File: config.mk
export PLATFORM = sky130hd
export DESIGN_NAME = fetch_unit
export DESIGN_NICKNAME = d
export VERILOG_FILES = /design/src/rtl/fetch_unit_pkg.sv /design/src/rtl/fetch_queue.sv /design/src/rtl/fetch_unit.sv
export SDC_FILE = /design/constraint.sdc
export NUM_CORES = 1
export LEC_CHECK = 0
export CAP_MARGIN = 20
export CORE_ASPECT_RATIO = 0.6
export CORE_MARGIN = 2
export CORE_UTILIZATION = 30
export CTS_CLUSTER_SIZE = 12
export DETAILED_ROUTE_END_ITERATION = 12
export GPL_ROUTABILITY_DRIVEN = 0
export SLEW_MARGIN = 25
export SYNTH_ARGS = -nofsm -noshare
export SYNTH_HDL_FRONTEND = slang
export SYNTH_SLANG_ARGS = --single-unit
File: constraint.sdc
create_clock -name clk -period 4.03 [get_ports clk]
set_input_delay 0.6045 -clock clk [delete_from_list [all_inputs] [get_ports clk]]
set_output_delay 0.6045 -clock clk [all_outputs]
set_load 0.02 [all_outputs]
File: src/rtl/fetch_unit_pkg.sv
// Shared types and constants for the instruction fetch stage.
package fetch_unit_pkg;

  typedef enum logic {
    StFetch = 1'b0,
    StFlush = 1'b1
  } fetch_state_e;

  localparam int unsigned EntryWidth = 64;
  localparam logic [31:0] WordBytes = 32'd4;

  typedef struct packed {
    logic [31:0] pc;
    logic [31:0] instr;
  } fetch_entry_t;

endpackage

File: src/rtl/fetch_queue.sv
// Synchronous FIFO with clear, full/empty flags and occupancy count.
// Depth must be a power of two so the pointers wrap naturally.
module fetch_queue #(
  parameter int unsigned Width = 64,
  parameter int unsigned Depth = 2
) (
  input  logic                     clk_i,
  input  logic                     reset_i,
  input  logic                     clear_i,
  input  logic                     push_i,
  input  logic                     pop_i,
  input  logic [Width-1:0]         wdata_i,
  output logic [Width-1:0]         rdata_o,
  output logic                     full_o,
  output logic                     empty_o,
  output logic [$clog2(Depth):0]   count_o
);

  localparam int unsigned PtrW = $clog2(Depth);
  localparam logic [PtrW:0] FullCount = (PtrW + 1)'(Depth);

  logic [Width-1:0] mem_q [Depth];
  logic [PtrW-1:0]  wptr_q, rptr_q;
  logic [PtrW:0]    count_q;
  logic             do_push, do_pop;

  assign full_o  = (count_q == FullCount);
  assign empty_o = (count_q == '0);
  assign count_o = count_q;
  assign rdata_o = mem_q[rptr_q];

  // A pop in the same cycle frees the slot, so push is legal even when full.
  assign do_pop  = pop_i && !empty_o;
  assign do_push = push_i && (!full_o || do_pop);

  always_ff @(posedge clk_i) begin
    if (do_push) begin
      mem_q[wptr_q] <= wdata_i;
    end
  end

  always_ff @(posedge clk_i) begin
    if (reset_i || clear_i) begin
      wptr_q  <= '0;
      rptr_q  <= '0;
      count_q <= '0;
    end else begin
      if (do_push) begin
        wptr_q <= wptr_q + PtrW'(1);
      end
      if (do_pop) begin
        rptr_q <= rptr_q + PtrW'(1);
      end
      unique case ({do_push, do_pop})
        2'b10:   count_q <= count_q + (PtrW + 1)'(1);
        2'b01:   count_q <= count_q - (PtrW + 1)'(1);
        default: count_q <= count_q;
      endcase
    end
  end

endmodule

File: src/rtl/fetch_unit.sv
// Instruction fetch stage: PC ownership, credit-limited imem requests, response queue, redirects.
// Define FETCH_STATS_EN to add the fetch_count / flush_count statistics ports.
module fetch_unit
  import fetch_unit_pkg::*;
#(
  parameter logic [31:0] RESET_PC    = 32'h0000_0000,
  parameter int unsigned QUEUE_DEPTH = 2
) (
  input  logic        clk,
  input  logic        reset,
  output logic        imem_req,
  output logic [31:0] imem_addr,
  input  logic        imem_gnt,
  input  logic        imem_rvalid,
  input  logic [31:0] imem_rdata,
  input  logic        redirect_valid,
  input  logic [31:0] redirect_pc,
  output logic        if_valid,
  input  logic        if_ready,
  output logic [31:0] if_instr,
  output logic [31:0] if_pc,
  output logic [31:0] if_pc_plus4
`ifdef FETCH_STATS_EN
  ,
  output logic [31:0] fetch_count,
  output logic [31:0] flush_count
`endif
);

  localparam int unsigned CntW = $clog2(QUEUE_DEPTH) + 1;

  fetch_state_e    state_q, state_d;
  logic [31:0]     pc_q, pc_d;
  logic [CntW-1:0] discard_q, discard_d;

  logic [CntW-1:0] q_count, a_count;
  logic            q_full, q_empty, a_full, a_empty;
  logic [31:0]     a_head;
  fetch_entry_t    q_head, q_wdata;
  logic            grant, rsp, q_push, q_pop;
  logic [CntW:0]   credits_used;

  // Occupancy plus outstanding reads bounds the queue, so a response always has a slot.
  assign credits_used = {1'b0, q_count} + {1'b0, a_count};
  assign imem_req     = !reset && (state_q == StFetch) && !redirect_valid && !a_full &&
                        (credits_used < (CntW + 1)'(QUEUE_DEPTH));
  assign imem_addr    = pc_q;
  assign grant        = imem_req && imem_gnt;

  // The address FIFO holds exactly the in-flight reads; responses with none are stale.
  assign rsp     = imem_rvalid && !a_empty;
  assign q_pop   = if_valid && if_ready && !redirect_valid;
  assign q_push  = rsp && (discard_q == '0) && !redirect_valid && (!q_full || q_pop);
  assign q_wdata = '{pc: a_head, instr: imem_rdata};

  assign if_valid    = !q_empty;
  assign if_pc       = q_head.pc;
  assign if_instr    = q_head.instr;
  assign if_pc_plus4 = q_head.pc + WordBytes;

  fetch_queue #(
    .Width (EntryWidth),
    .Depth (QUEUE_DEPTH)
  ) u_instr_queue (
    .clk_i   (clk),
    .reset_i (reset),
    .clear_i (redirect_valid),
    .push_i  (q_push),
    .pop_i   (q_pop),
    .wdata_i (q_wdata),
    .rdata_o (q_head),
    .full_o  (q_full),
    .empty_o (q_empty),
    .count_o (q_count)
  );

  fetch_queue #(
    .Width (32),
    .Depth (QUEUE_DEPTH)
  ) u_addr_queue (
    .clk_i   (clk),
    .reset_i (reset),
    .clear_i (1'b0),
    .push_i  (grant),
    .pop_i   (rsp),
    .wdata_i (pc_q),
    .rdata_o (a_head),
    .full_o  (a_full),
    .empty_o (a_empty),
    .count_o (a_count)
  );

  always_comb begin
    state_d   = state_q;
    pc_d      = pc_q;
    discard_d = discard_q;

    if (grant) begin
      pc_d = pc_q + WordBytes;
    end
    if (rsp && (discard_q != '0)) begin
      discard_d = discard_q - CntW'(1);
    end
    if ((state_q == StFlush) && (discard_d == '0)) begin
      state_d = StFetch;
    end

    // Redirect wins; every read still outstanding after this cycle becomes stale.
    if (redirect_valid) begin
      pc_d      = redirect_pc & ~32'h3;
      discard_d = a_count - CntW'(rsp);
      state_d   = (discard_d != '0) ? StFlush : StFetch;
    end
  end

  always_ff @(posedge clk) begin
    if (reset) begin
      state_q   <= StFetch;
      pc_q      <= RESET_PC;
      discard_q <= '0;
    end else begin
      state_q   <= state_d;
      pc_q      <= pc_d;
      discard_q <= discard_d;
    end
  end

`ifdef FETCH_STATS_EN
  logic [31:0] fetch_count_q, flush_count_q;

  always_ff @(posedge clk) begin
    if (reset) begin
      fetch_count_q <= '0;
      flush_count_q <= '0;
    end else begin
      if (q_pop) begin
        fetch_count_q <= fetch_count_q + 32'd1;
      end
      if (redirect_valid) begin
        flush_count_q <= flush_count_q + 32'd1;
      end
    end
  end

  assign fetch_count = fetch_count_q;
  assign flush_count = flush_count_q;
`endif

endmodule

# Word-level counts from Yosys, hierarchy flattened
# Memories as Yosys holds them, arrays and structs flattened. A register that Yosys moved wholly into a read port is not among the register bits.
# Cells that the tools add are included.
# totals
memories	2
reg_bits	43
elab_cells	88
in_bits	70
ram_bits	192
# mem_list
name	depth	word_bits	rd	rd_clocked_by_memory_dff	write_ports	line	rtl
u_instr_queue.mem_q	2	64	1	1	1	fetch_queue.sv:22	logic [Width-1:0] mem_q [Depth];
u_addr_queue.mem_q	2	32	1	1	1	fetch_queue.sv:22	
# op_classes
addsub	13
n_bitwise	1
order_cmp	1
reduce_logical	38
n_mux	17
n_eq_ne	6
# ops
operator	count
$add 32x3->32 const B	2
$mux 32	2
$logic_and 1x1->1	17
$reduce_bool 2->1	6
$mux 1	11
$eq 2x2->1 const B	4
$logic_not 2->1	4
$pmux 2 s2	2
$logic_not 1->1	6
$sub 2x1->2 const B	3
$add 1x1->1 const B	4
$add 2x1->2 const B	2
$eq 2x1->1 const B	2
$logic_or 1x1->1	4
$mux 2	2
$add 2x2->3	1
$lt 3x2->1 const B	1
$reduce_or 2->1	1
$sub 2x1->2	1
$not 1->1	1

# Logic depth before layout (Yosys ltp)
# logic_depth
ltp_word	9
ltp_mapped	12

# By module
# A second synthesis with hierarchy kept.
# hier_totals
hier_cells	697
area_unflattened_um2	10078.4
# by_module_without_submodules
module	cells_each	seq_area_each_um2	n_inst	area_per_inst_um2
fetch_queue at u_instr_queue	231	3943.8	1	4897.2
fetch_unit	334	660.6	1	2602.5
fetch_queue at u_addr_queue	132	2021.9	1	2578.7

# Least setup slack after synthesis
# OpenSTA, ideal clock, no wires.
# synth_path
path_kind	input port to flip-flop
startpoint	input imem_rvalid
endpoint	memory u_instr_queue.mem_q[0][0] (enable)
cell_stages	5
slack_ps	-187
arrival_time_ps	3734
t_required_ps	3547
cell_sequence	o21ai_1 -> a21oi_1 -> and3_1 -> inv_1 -> nor2_1
# synth_via
elab_chain_len	7
# synth_rtl
item	line	rtl
start: declaration	fetch_unit.sv:14	input logic imem_rvalid,
$logic_and 1x1->1	fetch_unit.sv:51	assign rsp = imem_rvalid && !a_empty;
$logic_and 1x1->1 (3 in series)	fetch_unit.sv:53	assign q_push = rsp && (discard_q == '0) && !redirect_valid && (!q_full || q_pop);
$logic_and 1x1->1	fetch_queue.sv:34	assign do_push = push_i && (!full_o || do_pop);
$mux 1	fetch_queue.sv:37	if (do_push) begin
$mux 1 (implied by the code)	fetch_queue.sv:38	mem_q[wptr_q] <= wdata_i;
end: declaration	fetch_queue.sv:22	
# Every way passes these cells.

==> metrics.cfg <==
[status]
status = complete, no violations

[power]
powerDensity_mw_per_mm2 = 418.3
p_leak_nw = 4.387
power.total_mw = 5.511
ir_drop_uv = 294.1

[global_route]
grt_antenna_before_repair = 0
grt_pass1_wl_um = 39870
grt_usage_pct = 14.80
grt_pass1_vias = 6618
grt_max_degree = 70
overflow = 0

[setup_path]
path_class = flop to primary output
reg2reg_slack_ps = 760
cp.arrival_ps = 3290
endpoint_kind = primary output
cp.required_ps = 3430
critical_path.max_fanout = 69
cp-start-kind = flop

[floorplanning]
io_pins = 200
rows = 51
core_mm2 = 0.03261
die-area_mm2 = 0.03481
die_x_um = 239.5
initial_core_util_pct = 30.62
die_h_um = 145.3

[timing]
drv_slew = 0
post-route-min-period_ps = 3899
hold_viol = 0
clock_skew_ps = 16.16
fin_crit_sh_pct = 96.74
whs_ps = 509.1
rsz0062_at_grt = yes
worstMarginPinSlew_ps = 1041
relSlewSlack_pct = 30.37
setup_viol = 0
max_freq_mhz = 256.5

[finish]
finalNetCount = 996
diodes = 0
fin_area_mm2 = 0.01318
drive_above_1_share_pct = 16.97
areaGrowthSynthToFinish_pct = 31.94
final_cells = 1387
n_fill_cell = 3084

[yosys]
synth_largest_area_cell = edfxtp_1
yosysWarnings = 0
synth_cell_type_count = 66
synth_top_area_share_pct = 55.33
ys.flop_type = edfxtp_1
seq_area_frac_synth_pct = 63.95
synth_edf_count = 184
post_synth_main_area_contributors = edfxtp_1 55%, mux2_2 9.7%, dfxtp_1 8.6%
yosys-top-cells-count = 184 x edfxtp_1, 86 x mux2_2, 49 x nand2_1
ys_async_sr_fraction_pct = 0
synth.most_common_cell = edfxtp_1
synth-seq-cells = 227
synth_area_per_cell_um2 = 13.83
synthCells = 722
synth_area_mm2 = 0.009986

[clock_network]
htreeDepth = 1
postCtsHoldBufs = 0
clock_path_buffers = 3
clock_latency_ps = 530
cts_sinks = 227
numCtsBuffers = 24
clk_pin_slew_ps = 60
cts_tree = yes
cts-root-buf = clkbuf_16

[detailed_routing]
first_pass_iters = 5
via_per_inst = 4.823
drc_errors = 0
wirelength_um = 26340
dr_total_vias = 6690
post_drt_wl_per_cell_um = 18.99
drtAntennaViolNets = 0
first_iter_violations = 446

[placed_design]
io_buffer_count = 191
place_inst = 1342
dpl.hpwl_um = 18050
dpl_cell_area_mm2 = 0.01239

[flow_run]
max_cap_viol_count = 0

[min_path]
hp-class = flop to flop

[cells in the final DEF, fill, tap and decap left out, types with 15 or more instances in the layout]
| master | count |
|---|---|
| mux2_2 | 86 |
| edfxtp_1 | 184 |
| inv_1 | 15 |
| nand3_1 | 26 |
| a21oi_1 | 26 |
| nand2_1 | 49 |
| xor2_1 | 22 |
| nor2_1 | 33 |
| clkbuf_16 | 27 |
| nand4_1 | 18 |
| clkdlybuf4s50_1 | 191 |
| xnor2_1 | 19 |
| dfxtp_1 | 41 |
[through the flow]
| step | TNS (ps) | util [%] | setup WS (ps) |
|---|---|---|---|
| 2_1_floorplan | 0 | - | 443.4 |
| 5_1_grt | -28.07 | 40.41 | -28.07 |
| 6_report | 0 | 40.41 | 131.2 |
| 4_1_cts | 0 | 40.39 | 3.026 |
| 3_5_place_dp | 0 | 38.01 | 473.6 |
| 3_3_place_gp | 0 | 38.01 | 496.9 |
[area by class of cell]
cell class / instances / area (um^2) / share of cell area [%]
Clock buffer: 40 / 734.5 / 5.575
Tap cell: 450 / 563.0 / 4.274
Multi-Input combinational cell: 447 / 3358 / 25.49
Inverter: 16 / 62.56 / 0.4748
Timing Repair Buffer: 203 / 2047 / 15.54
Clock inverter: 4 / 18.77 / 0.1425
Sequential cell: 227 / 6391 / 48.51
[power by group]
| part | internal, mW | switching (mW) |
|---|---|---|
| Sequential | 2.64 | 0.0985 |
| Combinational | 0.304 | 0.321 |
| Clock | 1.24 | 0.904 |
[flip-flops by register name, summed over array words and instances (netlist names), named ones only]
name,flops
imem_addr,30
u_instr_queue.rptr_q,1
u_instr_queue.mem_q,124
u_addr_queue.rptr_q,1
state_q,1
u_addr_queue.count_o,2
u_addr_queue.wptr_q,1
u_addr_queue.mem_q,60
discard_q,2
u_instr_queue.wptr_q,1
u_instr_queue.count_o,2
[cells by family after synthesis]
logic type      after synthesis  synth area share [%]
flops                       227                 63.95
simple gates                211                 11.99
mux                          95                 10.63
compound gates               87                 5.989
buf+inv                      53                 2.857
xor+xnor                     41                 3.596
fa+ha+maj                     7                0.9522
other cells                   1               0.03755
[timing repair]
item,4_1_cts,5_1_grt
setup endpoints to repair,5,6
gates resized for setup,2,2
hold endpoints to repair,0,0
buffers inserted,1,0
pin swaps,1,1
[worst max-delay path: stages, from the launching register on]
cell and delay [ps]:
dfxtp_4 390, buf_16 290, nand4_1 220, a22oi_4 340, nand4_4 280, nor4_4 360, xor2_1 210, clkdlybuf4s50_1 630
[worst paths after layout]
| check | start | end | cells past startpoint |
|---|---|---|---|
| worst max-delay path | flop | if_pc_plus4[29] | 7 |
| worst min register to register | u_addr_queue.rptr_q | flop | 2 |
| worst min-delay path | u_addr_queue.rptr_q | flop | 2 |
| worst max register to register | u_addr_queue.count_o[0] | u_addr_queue.count_o[1] | 8 |
[per-layer routing]
metal	vias to the layer above	track usage [%]	share of wire [%]
li1	3120	-	-
met1	3301	22.07	49
met2	225	21.67	42
met3	44	3.805	7.1
met4	0	2.781	1.8
met5	-	0	0
Power figures use the tool's default switching activity.
